--- config.mk ---
export PLATFORM = sky130hd
export DESIGN_NAME = stopwatch_preset_loader_flat
export DESIGN_NICKNAME = d
export VERILOG_FILES = /design/src/rtl/stopwatch_preset_loader_pkg.sv /design/src/rtl/stopwatch_preset_loader_if.sv /design/src/rtl/stopwatch_preset_loader_key_debouncer.sv /design/src/rtl/stopwatch_preset_loader.sv /design/src/flat_wrapper.sv
export SDC_FILE = /design/constraint.sdc
export NUM_CORES = 1
export LEC_CHECK = 0
export BUFFER_PORTS_ARGS = -buffer_cell sky130_fd_sc_hd__buf_2
export CORE_MARGIN = 8
export CORE_UTILIZATION = 40
export CTS_CLUSTER_DIAMETER = 80
export DETAILED_ROUTE_END_ITERATION = 12
export MAX_ROUTING_LAYER = met4
export SYNTH_ARGS = -nofsm -noshare
export SYNTH_HDL_FRONTEND = slang
export SYNTH_SLANG_ARGS = --single-unit
--- constraint.sdc ---
create_clock -name clk -period 2.7 [get_ports clk]
set_input_delay 0.27 -clock clk [delete_from_list [all_inputs] [get_ports clk]]
set_output_delay 0.27 -clock clk [all_outputs]
set_load 0.03 [all_outputs]
--- src/rtl/stopwatch_preset_loader_pkg.sv ---
// Shared types and per-digit limits for the stopwatch preset entry path.
`default_nettype none

package stopwatch_pkg;

    typedef logic [3:0] digit_t;

    typedef enum logic [1:0] {
        IDLE = 2'd0,
        EDIT = 2'd1,
        LOAD = 2'd2
    } preset_state_t;

    // Index 0 is digit5 (minutes tens), index 5 is digit0 (hundredths units).
    localparam digit_t DIGIT_MAX [6] = '{4'd5, 4'd9, 4'd5, 4'd9, 4'd9, 4'd9};

    function automatic digit_t digit_max(input int unsigned n);
        return DIGIT_MAX[5 - n];
    endfunction

endpackage

`default_nettype wire

--- src/rtl/stopwatch_preset_loader_if.sv ---
// Preset load bus: six BCD digits offered to the datapath over valid/ready.
`default_nettype none

interface stopwatch_preset_loader_if;
    import stopwatch_pkg::*;

    logic   load_valid;
    logic   load_ready;
    digit_t digit5;
    digit_t digit4;
    digit_t digit3;
    digit_t digit2;
    digit_t digit1;
    digit_t digit0;

    modport master (
        output load_valid,
        output digit5, digit4, digit3, digit2, digit1, digit0,
        input  load_ready
    );

    modport slave (
        input  load_valid,
        input  digit5, digit4, digit3, digit2, digit1, digit0,
        output load_ready
    );

endinterface

`default_nettype wire

--- src/rtl/stopwatch_preset_loader_key_debouncer.sv ---
// Key conditioner: 2-FF synchronizer, tick-sampled stability counter, level and press pulse.
`default_nettype none

module key_debouncer #(
    parameter int DEBOUNCE_TICKS = 3
) (
    input  wire logic clk,
    input  wire logic rst,
    input  wire logic tick,
    input  wire logic key_raw,
    output logic      level,
    output logic      press
);

    localparam int CW = $clog2(DEBOUNCE_TICKS + 1);

    logic [1:0]    sync_q, sync_d;
    logic          level_q, level_d;
    logic [CW-1:0] cnt_q, cnt_d;
    logic          press_q, press_d;

    always_comb begin
        sync_d  = {sync_q[0], key_raw};
        level_d = level_q;
        cnt_d   = cnt_q;
        press_d = 1'b0;
        if (tick) begin
            if (sync_q[1] != level_q) begin
                if (cnt_q == CW'(DEBOUNCE_TICKS - 1)) begin
                    level_d = sync_q[1];
                    cnt_d   = '0;
                    press_d = sync_q[1];
                end else begin
                    cnt_d = cnt_q + 1'b1;
                end
            end else begin
                // A sample matching the accepted level restarts the stability run.
                cnt_d = '0;
            end
        end
    end

    always_ff @(posedge clk or negedge rst) begin
        if (!rst) begin
            sync_q  <= '0;
            level_q <= 1'b0;
            cnt_q   <= '0;
            press_q <= 1'b0;
        end else begin
            sync_q  <= sync_d;
            level_q <= level_d;
            cnt_q   <= cnt_d;
            press_q <= press_d;
        end
    end

    assign level = level_q;
    assign press = press_q;

endmodule

`default_nettype wire

--- src/rtl/stopwatch_preset_loader.sv ---
// Button-driven MM:SS:cc preset editor feeding the datapath parallel-load port.
// Optional auto-repeat on a held increment key: PRESET_AUTOREPEAT_EN.
`default_nettype none

module stopwatch_preset_loader
    import stopwatch_pkg::*;
#(
    parameter int DEBOUNCE_TICKS = 3,
    parameter int REPEAT_DELAY   = 50,
    parameter int REPEAT_RATE    = 10
) (
    input  wire logic                  clk,
    input  wire logic                  rst,
    input  wire logic                  tick,
    input  wire logic                  key_next,
    input  wire logic                  key_inc,
    input  wire logic                  key_load,
    output logic [5:0]                 cursor,
    stopwatch_preset_loader_if.master  load_if
);

    logic lvl_next, lvl_inc, lvl_load;
    logic press_next, press_inc, press_load;
    logic rep_fire;

    key_debouncer #(.DEBOUNCE_TICKS(DEBOUNCE_TICKS)) u_deb_next (
        .clk(clk), .rst(rst), .tick(tick), .key_raw(key_next), .level(lvl_next), .press(press_next)
    );
    key_debouncer #(.DEBOUNCE_TICKS(DEBOUNCE_TICKS)) u_deb_inc (
        .clk(clk), .rst(rst), .tick(tick), .key_raw(key_inc), .level(lvl_inc), .press(press_inc)
    );
    key_debouncer #(.DEBOUNCE_TICKS(DEBOUNCE_TICKS)) u_deb_load (
        .clk(clk), .rst(rst), .tick(tick), .key_raw(key_load), .level(lvl_load), .press(press_load)
    );

    preset_state_t state_q, state_d;
    logic [5:0]    cursor_q, cursor_d;
    digit_t        dig_q [6];
    digit_t        dig_d [6];
    logic          inc_now;

`ifdef PRESET_AUTOREPEAT_EN
    localparam int RMAX = (REPEAT_DELAY > REPEAT_RATE) ? REPEAT_DELAY : REPEAT_RATE;
    localparam int RW   = $clog2(RMAX + 1);

    logic [RW-1:0] rep_cnt_q, rep_cnt_d;
    logic          rep_phase_q, rep_phase_d;
    logic          rep_clear;
    logic          unused_levels;

    // Any cursor move or state change in EDIT is caused by a next/load press.
    assign rep_clear = !(state_q == EDIT && lvl_inc) || press_next || press_load;

    always_comb begin
        rep_cnt_d   = rep_cnt_q;
        rep_phase_d = rep_phase_q;
        rep_fire    = 1'b0;
        if (rep_clear) begin
            rep_cnt_d   = '0;
            rep_phase_d = 1'b0;
        end else if (tick) begin
            if (rep_cnt_q == (rep_phase_q ? RW'(REPEAT_RATE - 1) : RW'(REPEAT_DELAY - 1))) begin
                rep_fire    = 1'b1;
                rep_cnt_d   = '0;
                rep_phase_d = 1'b1;
            end else begin
                rep_cnt_d = rep_cnt_q + 1'b1;
            end
        end
    end

    always_ff @(posedge clk or negedge rst) begin
        if (!rst) begin
            rep_cnt_q   <= '0;
            rep_phase_q <= 1'b0;
        end else begin
            rep_cnt_q   <= rep_cnt_d;
            rep_phase_q <= rep_phase_d;
        end
    end

    assign unused_levels = lvl_next ^ lvl_load;
`else
    logic        unused_levels;
    logic [31:0] unused_repeat_cfg;

    assign rep_fire          = 1'b0;
    assign unused_levels     = lvl_next ^ lvl_inc ^ lvl_load;
    assign unused_repeat_cfg = 32'(REPEAT_DELAY + REPEAT_RATE);
`endif

    always_comb begin
        state_d  = state_q;
        cursor_d = cursor_q;
        dig_d    = dig_q;
        inc_now  = 1'b0;
        case (state_q)
            IDLE: begin
                if (press_next) begin
                    state_d  = EDIT;
                    cursor_d = 6'b100000;
                end
            end
            EDIT: begin
                if (press_load) begin
                    state_d = LOAD;
                end else if (press_next) begin
                    cursor_d = {cursor_q[0], cursor_q[5:1]};
                end else if (press_inc || rep_fire) begin
                    inc_now = 1'b1;
                end
            end
            LOAD: begin
                if (load_if.load_ready) begin
                    state_d = IDLE;
                end
            end
            default: state_d = IDLE;
        endcase
        if (inc_now) begin
            for (int unsigned i = 0; i < 6; i++) begin
                if (cursor_q[i]) begin
                    dig_d[i] = (dig_q[i] >= digit_max(i)) ? 4'd0 : dig_q[i] + 4'd1;
                end
            end
        end
    end

    always_ff @(posedge clk or negedge rst) begin
        if (!rst) begin
            state_q  <= IDLE;
            cursor_q <= '0;
            dig_q    <= '{default: 4'd0};
        end else begin
            state_q  <= state_d;
            cursor_q <= cursor_d;
            dig_q    <= dig_d;
        end
    end

    assign cursor             = (state_q == EDIT) ? cursor_q : 6'b000000;
    assign load_if.load_valid = (state_q == LOAD);
    assign load_if.digit5     = dig_q[5];
    assign load_if.digit4     = dig_q[4];
    assign load_if.digit3     = dig_q[3];
    assign load_if.digit2     = dig_q[2];
    assign load_if.digit1     = dig_q[1];
    assign load_if.digit0     = dig_q[0];

endmodule

`default_nettype wire

--- src/flat_wrapper.sv ---
// flat-port wrapper written by rule: the top's interface ports become plain ports
module stopwatch_preset_loader_flat import stopwatch_pkg::*;
#(
    parameter int DEBOUNCE_TICKS = 3,
    parameter int REPEAT_DELAY   = 50,
    parameter int REPEAT_RATE    = 10
)
  (clk, rst, tick, key_next, key_inc, key_load, cursor, load_if_load_valid, load_if_digit5, load_if_digit4, load_if_digit3, load_if_digit2, load_if_digit1, load_if_digit0, load_if_load_ready);
  stopwatch_preset_loader_if load_if_i ();
  input  wire logic clk;
  input  wire logic rst;
  input  wire logic tick;
  input  wire logic key_next;
  input  wire logic key_inc;
  input  wire logic key_load;
  output logic [5:0] cursor;
  output wire logic [$bits(load_if_i.load_valid)-1:0] load_if_load_valid;
  output wire logic [$bits(load_if_i.digit5)-1:0] load_if_digit5;
  output wire logic [$bits(load_if_i.digit4)-1:0] load_if_digit4;
  output wire logic [$bits(load_if_i.digit3)-1:0] load_if_digit3;
  output wire logic [$bits(load_if_i.digit2)-1:0] load_if_digit2;
  output wire logic [$bits(load_if_i.digit1)-1:0] load_if_digit1;
  output wire logic [$bits(load_if_i.digit0)-1:0] load_if_digit0;
  input wire logic [$bits(load_if_i.load_ready)-1:0] load_if_load_ready;
  assign load_if_load_valid = load_if_i.load_valid;
  assign load_if_digit5 = load_if_i.digit5;
  assign load_if_digit4 = load_if_i.digit4;
  assign load_if_digit3 = load_if_i.digit3;
  assign load_if_digit2 = load_if_i.digit2;
  assign load_if_digit1 = load_if_i.digit1;
  assign load_if_digit0 = load_if_i.digit0;
  assign load_if_i.load_ready = load_if_load_ready;
  stopwatch_preset_loader #(.DEBOUNCE_TICKS(DEBOUNCE_TICKS), .REPEAT_DELAY(REPEAT_DELAY), .REPEAT_RATE(REPEAT_RATE)) u_core (.clk(clk), .rst(rst), .tick(tick), .key_next(key_next), .key_inc(key_inc), .key_load(key_load), .cursor(cursor), .load_if(load_if_i));
endmodule
After elaboration in Yosys (flattened, before gate mapping)

Index checks and enable logic that the tools add are counted.
W data, S select, Z words.

Output and inout port bits: 31
Register bits after elaboration: 50
Logic and storage cells: 95
Input port bits: 7

$add $sub $neg: 9
Order comparisons: 6
Reduce and logical (&&, ||, !) cells: 13
Muxes and demuxes: 34
Eq/ne operators: 13

Operator list:

| kind                  | count |
|---|---|
| $add A4 B1 Y4 const B | 6 |
| $mux W4               | 6 |
| $mux W6               | 4 |
| $mux W2               | 9 |
| $ge A4 B4 Y1 const B  | 4 |
| $mux W1               | 13 |
| $pmux W6 S2           | 1 |
| $reduce_and A2 Y1     | 6 |
| $reduce_and A3 Y1     | 4 |
| $eq A2 B2 Y1 const B  | 4 |
| $ge A4 B3 Y1 const B  | 2 |
| $ne A2 B2 Y1 const B  | 4 |
| $add A2 B1 Y2 const B | 3 |
| $pmux W2 S3           | 1 |
| $reduce_and A4 Y1     | 1 |
| $ne A1 B1 Y1          | 3 |
| $eq A2 B1 Y1 const B  | 1 |
| $logic_not A2 Y1      | 1 |
| $ne A2 B1 Y1 const B  | 1 |
| $reduce_bool A2 Y1    | 1 |

Longest topological paths before layout

Gate-level depths: netlist of the first run.

Word-level depth: 5
Mapped depth: 5
Gate-level depth less buffers: 5

Cells and area by module

From an unflattened synthesis of the first run, not the netlist that was laid out.

Cells, all modules: 251
Area total of the unflattened synthesis: 2757.6 um^2

By module, submodules not included:

| module                  | area each (um^2) | sequential area each (um^2) | cells an instance | times used |
|---|---|---|---|---|
| stopwatch_preset_loader | 2093.3           | 800.8                       | 203               | 1 |
| key_debouncer           | 221.5            | 150.1                       | 16                | 3 |

Worst setup path after synthesis of the first run

Ideal clock, no wire load.

Path type: reg-to-reg
Start point: register u_core.dig_q (netlist bit u_core.load_if.digit1[1])
End point: register u_core.dig_q (netlist bit u_core.load_if.digit1[0])
Arrival: 1.634 ns
Buffers on the path: 0
Clock period less this slack: 1.699 ns
Setup slack: 1.001 ns
Stages on the path, launching flop included: 6
Required time: 2.635 ns
Setup time: 0.065 ns
Path through: dfrtp_1 > inv_1 > ha_1 > or3b_1 > a2111oi_2 > a21o_1

Longest elaborated chain between the ends: 2

Ends and longest elaborated chain:

| element                | line                           | RTL |
|---|---|---|
| from (decl)            | stopwatch_preset_loader.sv:38  | `digit_t dig_q [6];` |
| from (signal assigned) | stopwatch_preset_loader.sv:137 | `dig_q <= dig_d;` |
| $ge A4 B4 Y1           | stopwatch_preset_loader.sv:123 | `dig_d[i] = (dig_q[i] >= digit_max(i)) ? 4'd0 : dig_q[i] + 4'd1;` |
| $mux W4                | stopwatch_preset_loader.sv:123 |  |

Every way passes these cells.
A chain may end at the register's enable or synchronous reset.

Worst setup path after layout of the first run

Start point: register u_core.state_q[0]
End point: output cursor[5]

Longest elaborated chain between the ends: 2

Ends and longest elaborated chain:

| element                | line                           | RTL |
|---|---|---|
| from (decl)            | stopwatch_preset_loader.sv:36  | `preset_state_t state_q, state_d;` |
| from (signal assigned) | stopwatch_preset_loader.sv:135 | `state_q <= state_d;` |
| $eq A2 B1 Y1           | stopwatch_preset_loader.sv:141 | `assign cursor = (state_q == EDIT) ? cursor_q : 6'b000000;` |
| $mux W6                | stopwatch_preset_loader.sv:141 |  |
| to (decl)              | flat_wrapper.sv:16             | `output logic [5:0] cursor;` |

Every way passes these cells.

==> results by group, run 1 <==
Placed design
  • Hpwl dp: 3673 um
  • PortBufs: 37
  • GP Congestion: 0.8120
  • Placed cell area: 2914 um2
  • Placed insts: 362

Final layout
  • Antenna cells: 0
  • Most frequent cells in the layout: 50 x dfrtp_1, 37 x buf_2, 27 x inv_1
  • Finished layout cell area: 3019 um2
  • Layout cells sized above 1: 19.93%
  • Final nets: 315
  • Fin util: 45.19%
  • # fillers: 651
  • P&R area growth vs syn: 11.66%
  • Final Instance Count excl. Fillers: 371
  • Leading cell type in the layout, fill and taps excluded: dfrtp_1

Detailed routing
  • Met2 wire len: 2294 um
  • DR WL/cell: 13.21 um
  • WL met1: 2364 um
  • Total Wirelength: 4900 um
  • Final ANT Viol Nets: 0
  • DR iter-0 viols: 56
  • DR DRC count: 0
  • Top Layer Used: met4
  • Via count: 1893
  • Routed wl met3: 217 um
  • Via density per instance: 5.102
  • DRT Pass-1 Iters: 4

Outcome
  • Status: completed

Clock tree
  • # hold bufs at CTS: 1
  • Clock-pin slew on the worst setup and hold paths: 0.09 ns
  • Clk buf depth: 2
  • TritonCTS clock tree: built
  • CTS root buf: clkbuf_8
  • Clock latency on the worst-skew pair: 0.30 ns
  • Resize count post-CTS: 0
  • Num CTS Buffers: 5
  • Setup bufs post-CTS: 0
  • Sinks on Clock Net: 50
  • # H-tree levels: 2

Floorplanning
  • Core Box Area: 6681 um2
  • Row cnt: 30
  • Initial core utilization: 40.47%
  • Die Wd: 98.22 um
  • IO Count: 38
  • Die height: 98.22 um
  • Die area: 9646 um2

Timing
  • Final count of hold timing violations: 0
  • Setup TNS: 0 ns
  • Hold_ws: 0.07836 ns
  • Max-slew headroom: 59.40%
  • Final setup viols: 0
  • Final Skew: 0.01108 ns
  • Final Cycle Share: 74.15%
  • RSZ-0062 raised after global routing: no
  • Worst Tran Pin Value: 0.6089 ns
  • Min cycle time layout: 2.002 ns
  • Max Slew Vio Count: 0
  • Fmax: 499.5 MHz

GRT
  • Number of global-route vias before repair: 1895
  • Total GRT Usage: 10.78%
  • Largest net degree at the start of global routing: 22
  • Total grt overflow: 0
  • Initial antenna violation count: 0
  • First-pass GRT wire length: 8549 um

Job
  • Max-cap viol count: 0

Yosys
  • Post-Syn Area: 2704 um2
  • Mean Syn Cell Area: 10.60 um2
  • Synthesized Nets: 280
  • Gate Count Post-Synth: 255
  • FF+latch count, synth: 50
  • Synth warnings: 0
  • Sequential area share after synthesis: 46.27%
  • Post-synthesis cell type count: 37

Worst setup path
  • Crit. End Element: primary output
  • WP data arrival: 1.73 ns
  • CP Max Fanout: 12
  • RR Endpoint: u_core.load_if.digit0[2]
  • CP Data Required Time: 2.43 ns
  • Reg-to-Reg Start: u_core.state_q[0]
  • Critical path launch point type: register
  • WS Path Type: reg -> out
  • R2r setup slk: 0.82 ns
  • Worst r2r path cells: 3

Pwr
  • Maximum vdd drop: 0.0004604 V
  • LEAKAGE: 1.473 nW
  • PD cells: 570.5 nW/um2

Min path
  • Worst hold stages: 1
  • Min-delay src: key_inc
  • WHS Endpoint: u_core.u_deb_inc.sync_q[0]
  • Worst min path class: in -> reg
==> metal layers <==
metal | GRT usage (%) | vias up
li1 | - | 962
met1 | 12.44 | 902
met2 | 18.02 | 27
met3 | 3.272 | 2
met4 | 2.479 | 0
met5 | - | -
==> critical path, cell delays in order, from the launching register on <==
cell,delay (ns)
dfrtp_1,0.59
nor2b_1,0.44
and2_1,0.22
buf_2,0.20
==> metrics by stage <==
step                power, mW  setup WS (ns)
global placement        1.286         0.8804
floorplan               1.214          1.001
finish                  1.722         0.6980
global route            1.833         0.5122
CTS                     1.749         0.6699
detailed placement      1.294         0.7976
==> sequential cells by signal, indices dropped and copies added, names as in the netlist, 2 cells and up <==
name                      flops
u_core.cursor_q               6
u_core.load_if.digit0         4
u_core.load_if.digit1         4
u_core.load_if.digit2         4
u_core.load_if.digit3         4
u_core.load_if.digit4         4
u_core.load_if.digit5         4
u_core.state_q                2
u_core.u_deb_inc.cnt_q        2
u_core.u_deb_inc.sync_q       2
u_core.u_deb_load.cnt_q       2
u_core.u_deb_load.sync_q      2
u_core.u_deb_next.cnt_q       2
u_core.u_deb_next.sync_q      2
==> cell type report <==
class                   instances  area (um2)  area share [%]
inverters                      27       101.3           3.357
clock inverters                 2       12.51          0.4144
multi-input cells             166        1261           41.77
flip-flops and latches         50        1251           41.44
well taps                      80       100.1           3.315
repair buffers                 40       210.2           6.962
clock buffers                   6       82.58           2.735
==> power by group <==
group / switching (mW) / internal (mW)
logic: 0.184 / 0.145
clock network: 0.242 / 0.206
registers: 0.102 / 0.843
total: 0.528 / 1.19
==> cells by family (layout without fill, tap and decap cells) <==
kind of cell / count (synthesis) / in the layout / synth area share [%]
xor gates and xnor gates: 3 / 3 / 0.9719
DFF: 50 / 50 / 46.27
buffers and inverters: 39 / 75 / 7.080
and+or+nand+nor: 73 / 73 / 16.52
AOI/OAI and AO/OA: 65 / 65 / 18.09
muxes: 7 / 7 / 2.730
adders and majority gates: 18 / 18 / 8.330
==> worst max path at each step <==
| stage | from | endpoint |
|---|---|---|
| detailed placement | u_core.u_deb_load.press | u_core.load_if.digit1[2] |
| global placement | u_core.u_deb_load.press | u_core.load_if.digit5[2] |
| finish | u_core.state_q[0] | cursor[5] |
| CTS | u_core.state_q[0] | cursor[2] |
| floorplan | u_core.load_if.digit1[1] | u_core.load_if.digit1[0] |
| global route | u_core.state_q[0] | cursor[5] |
==> Yosys cell counts (all sizes together) <==
library cell	number	area [um2]
nand4bb	1	27.53
a2111oi	2	30.03
or2	1	6.260
nor3	2	10.01
o31ai	7	52.55
ha	18	225.2
o21ai	11	55.05
o41ai	4	35.03
nand2b	13	81.33
mux2	3	33.78
a22o	15	131.4
a21bo	2	20.02
nor2	11	41.29
a211oi	1	7.510
xor2	3	26.28
dfrtp	50	1251
and2	8	55.06
nor3b	6	45.04
a31oi	6	37.54
nand3	6	30.03
buf	12	90.08
o22ai	3	18.77
a21oi	5	25.02
and4bb	1	12.51
or3b	2	17.52
mux2i	4	40.04
o311ai	2	17.52
and3	4	25.02
a21o	2	15.01
o2111ai	3	26.28
inv	27	101.4
a211o	2	17.52
nand2	7	26.28
nor2b	11	68.82
Power figures use the tool's default switching activity.
==> inputs of run 2 (changes only) <==
Settings changed: ABC_AREA set to 1.
Clock period 2.7 ns to 1.9 ns, I/O delays scaled along.
==> results by group, run 2 <==
Final layout
  • # fillers: 669 (+2.8%)
  • Leading cell type in the layout, fill and taps excluded: nand2_1
  • Fin util: 45.97% (+0.79 points)
  • Final nets: 411 (+30%)
  • Most frequent cells in the layout: 120 x nand2_1, 62 x inv_1, 50 x dfrtp_1
  • Max FFs per register: 6 (unchanged)
  • Final Instance Count excl. Fillers: 467 (+26%)
  • Largest reg by FF count: u_core.cursor_q
  • P&R area growth vs syn: 13.55%
  • Layout cells sized above 1: 14.47% (-5.5 points)
  • Antenna cells: 0 (unchanged)

Pwr
  • PD cells: 783.5 nW/um2 (+37%)
  • Final Power: 2.407 mW (+40%)
  • LEAKAGE: 1.705 nW (+16%)
  • Maximum vdd drop: 0.0004811 V (+4.5%)

Floorplanning
  • Row cnt: 30 (unchanged)
  • Die Wd: 98.24 um (about the same)
  • Initial core utilization: 40.49% (about the same)
  • IO Count: 38 (unchanged)
  • Die area: 9650 um2 (about the same)
  • Die height: 98.24 um (about the same)
  • Core Box Area: 6681 um2 (unchanged)

Clock tree
  • CTS root buf: clkbuf_8
  • Resize count post-CTS: 0 (unchanged)
  • # H-tree levels: 2 (unchanged)
  • Setup bufs post-CTS: 0 (unchanged)
  • Sinks on Clock Net: 50 (unchanged)
  • # hold bufs at CTS: 3 (+2)
  • Num CTS Buffers: 5 (unchanged)
  • Clk buf depth: 2 (unchanged)
  • Clock latency on the worst-skew pair: 0.30 ns (about the same)
  • Clock-pin slew on the worst setup and hold paths: 0.09 ns (about the same)
  • TritonCTS clock tree: built

Detailed routing
  • Total Wirelength: 5068 um (+3.4%)
  • DR WL/cell: 10.85 um (-18%)
  • DRT Pass-1 Iters: 4 (unchanged)
  • Via density per instance: 4.540 (-11%)
  • DR DRC count: 0 (unchanged)
  • Via count: 2120 (+12%)
  • Final ANT Viol Nets: 0 (unchanged)
  • DR iter-0 viols: 95 (+70%)

Min path
  • Worst min path class: in -> async

Worst setup path
  • Critical path launch point type: register
  • Crit. End Element: primary output
  • WP data arrival: 1.38 ns (-0.35 ns)
  • WS Path Type: reg -> out
  • Worst r2r path cells: 6 (+3)
  • CP Max Fanout: 5 (-7)
  • R2r setup slk: 0.56 ns (-0.26 ns)
  • CP Data Required Time: 1.71 ns (-0.72 ns)

GRT
  • First-pass GRT wire length: 8956 um (+4.8%)
  • Number of global-route vias before repair: 2054 (+8.4%)
  • Largest net degree at the start of global routing: 51 (+130%)
  • Total GRT Usage: 11.41% (+0.63 points)
  • Initial antenna violation count: 0 (unchanged)
  • Total grt overflow: 0 (unchanged)

Yosys
  • Yosys top cell by area: dfrtp_1
  • Xor/xnor share of the synthesized area: 1.619% (+0.65 points)
  • Post-Synth Adder-Cell Area: 8.326% (about the same)
  • Largest family of logic cells by synthesized area: simple AND/OR/NAND/NOR gates
  • Mean Syn Cell Area: 7.818 um2 (-26%)
  • Post-synthesis cell type count: 19 (-49%)
  • Synth top area share: 46.25% (about the same)
  • Ys async rst share: 100.0% (unchanged)
  • Synth Area in Compound Gates: 4.302% (-14 points)
  • FF+latch count, synth: 50 (unchanged)
  • Post-synth EDFFs: 0 (unchanged)
  • Most frequent cell after synthesis: nand2_1
  • Post-Synth Simple-Gate Area: 28.86% (+12 points)
  • Synth warnings: 0 (unchanged)
  • Synth cell count leaders: 120 x nand2_1, 62 x inv_1, 50 x dfrtp_1
  • Mux share of post-synthesis cell area: 0% (-2.7 points)
  • Sequential area share after synthesis: 46.25% (about the same)
  • Top FF cell, synth: dfrtp_1
  • Gate Count Post-Synth: 346 (+36%)
  • Main area contributors after synthesis: dfrtp_1 46%, nand2_1 17%, inv_1 8.6%
  • Synthesized Nets: 371 (+33%)
  • Post-Syn Area: 2705 um2 (about the same)

Placed design
  • PortBufs: 37 (unchanged)
  • Placed insts: 456 (+26%)
  • Hpwl dp: 3765 um (+2.5%)
  • GP Congestion: 0.8075 (-0.55%)

Timing
  • Max-slew headroom: 57.63% (-1.8 points)
  • Final setup viols: 0 (unchanged)
  • RSZ-0062 raised after global routing: no
  • Final Cycle Share: 82.88%
  • Worst Tran Pin Value: 0.6356 ns (+0.02665 ns)
  • Max Slew Vio Count: 0 (unchanged)
  • Hold_ws: -0.02994 ns (-0.1083 ns)
  • Setup TNS: 0 ns (unchanged)
  • Fmax: 635.0 MHz
  • Final count of hold timing violations: 23 (+23)
  • Final Skew: 0.009917 ns (-0.001165 ns)
  • Min cycle time layout: 1.575 ns

Outcome
  • Status: finished, violations left
  • Failing checks: negative hold slack

Job
  • Max-cap viol count: 0 (unchanged)
## run 2: cell types whose count changed after synthesis, sizes merged, moves of 6 or more
cell,before,now
nor2,11,38
nor2b,11,0
nand4,0,10
nor3b,6,0
nand2,7,122
inv,27,63
a31oi,6,0
and2,8,0
o31ai,7,1
nand2b,13,0
a22o,15,0
## run 2: kinds of logic after synthesis
group                      after synthesis
adders and majority gates               18
DFF                                     50
buffers and inverters                   71
AOI/OAI and AO/OA                       21
xor gates and xnor gates                 5
and+or+nand+nor                        181
## run 2: cell type report
class / count / area (um2) / area share (%)
Sequential cell: 50 / 1251 / 40.73
Clock inverter: 2 / 12.51 / 0.4073
Inverter: 63 / 236.5 / 7.699
Timing Repair Buffer: 41 / 222.7 / 7.251
Tap cell: 80 / 100.1 / 3.259
Clock buffer: 6 / 82.58 / 2.688
Multi-Input combinational cell: 225 / 1166 / 37.96
## run 2: critical path, stage by stage, from the launching register on
cell	delay [ns]
dfrtp_1	0.40
inv_2	0.09
nand2_2	0.09
inv_1	0.16
nand2_1	0.09
inv_1	0.07
buf_2	0.19
## run 2: through the flow
| step | setup WS [ns] | area, um2 |
|---|---|---|
| 2_1_floorplan | 0.5223 | 2705 |
| 3_3_place_gp | 0.5733 | 2947 |
| 3_5_place_dp | 0.5541 | 2947 |
| 4_1_cts | 0.3058 | 3072 |
| 5_1_grt | 0.2024 | 3072 |
| 6_report | 0.3253 | 3072 |
## run 2: final timing paths
| kind | start | end |
|---|---|---|
| setup / recovery | u_core.state_q[1] | cursor[1] |
| hold / removal | rst | u_core.load_if.digit2[3] |
| setup reg to reg | u_core.load_if.digit0[0] | u_core.load_if.digit0[3] |
| hold reg to reg | u_core.u_deb_load.sync_q[0] | u_core.u_deb_load.sync_q[1] |
| max in group asynchronous | rst | u_core.load_if.digit5[1] |
| min in group clk | load_if_load_ready | u_core.state_q[1] |
## run 2: routing by layer
metal / up-vias / GRT usage [%] / wire length, um
li1: 1122 / - / -
met1: 967 / 12.68 / 2352
met2: 25 / 19.44 / 2462
met3: 6 / 3.272 / 195
met4: 0 / 3.424 / 57
met5: - / - / 0
## run 2: power by group
part	leakage [nW]	internal [mW]	switching, mW	total (mW)
clock	0.0472	0.293	0.342	0.635
combinational	0.986	0.162	0.313	0.475
sequential	0.672	1.19	0.103	1.30
total	1.71	1.65	0.759	2.41
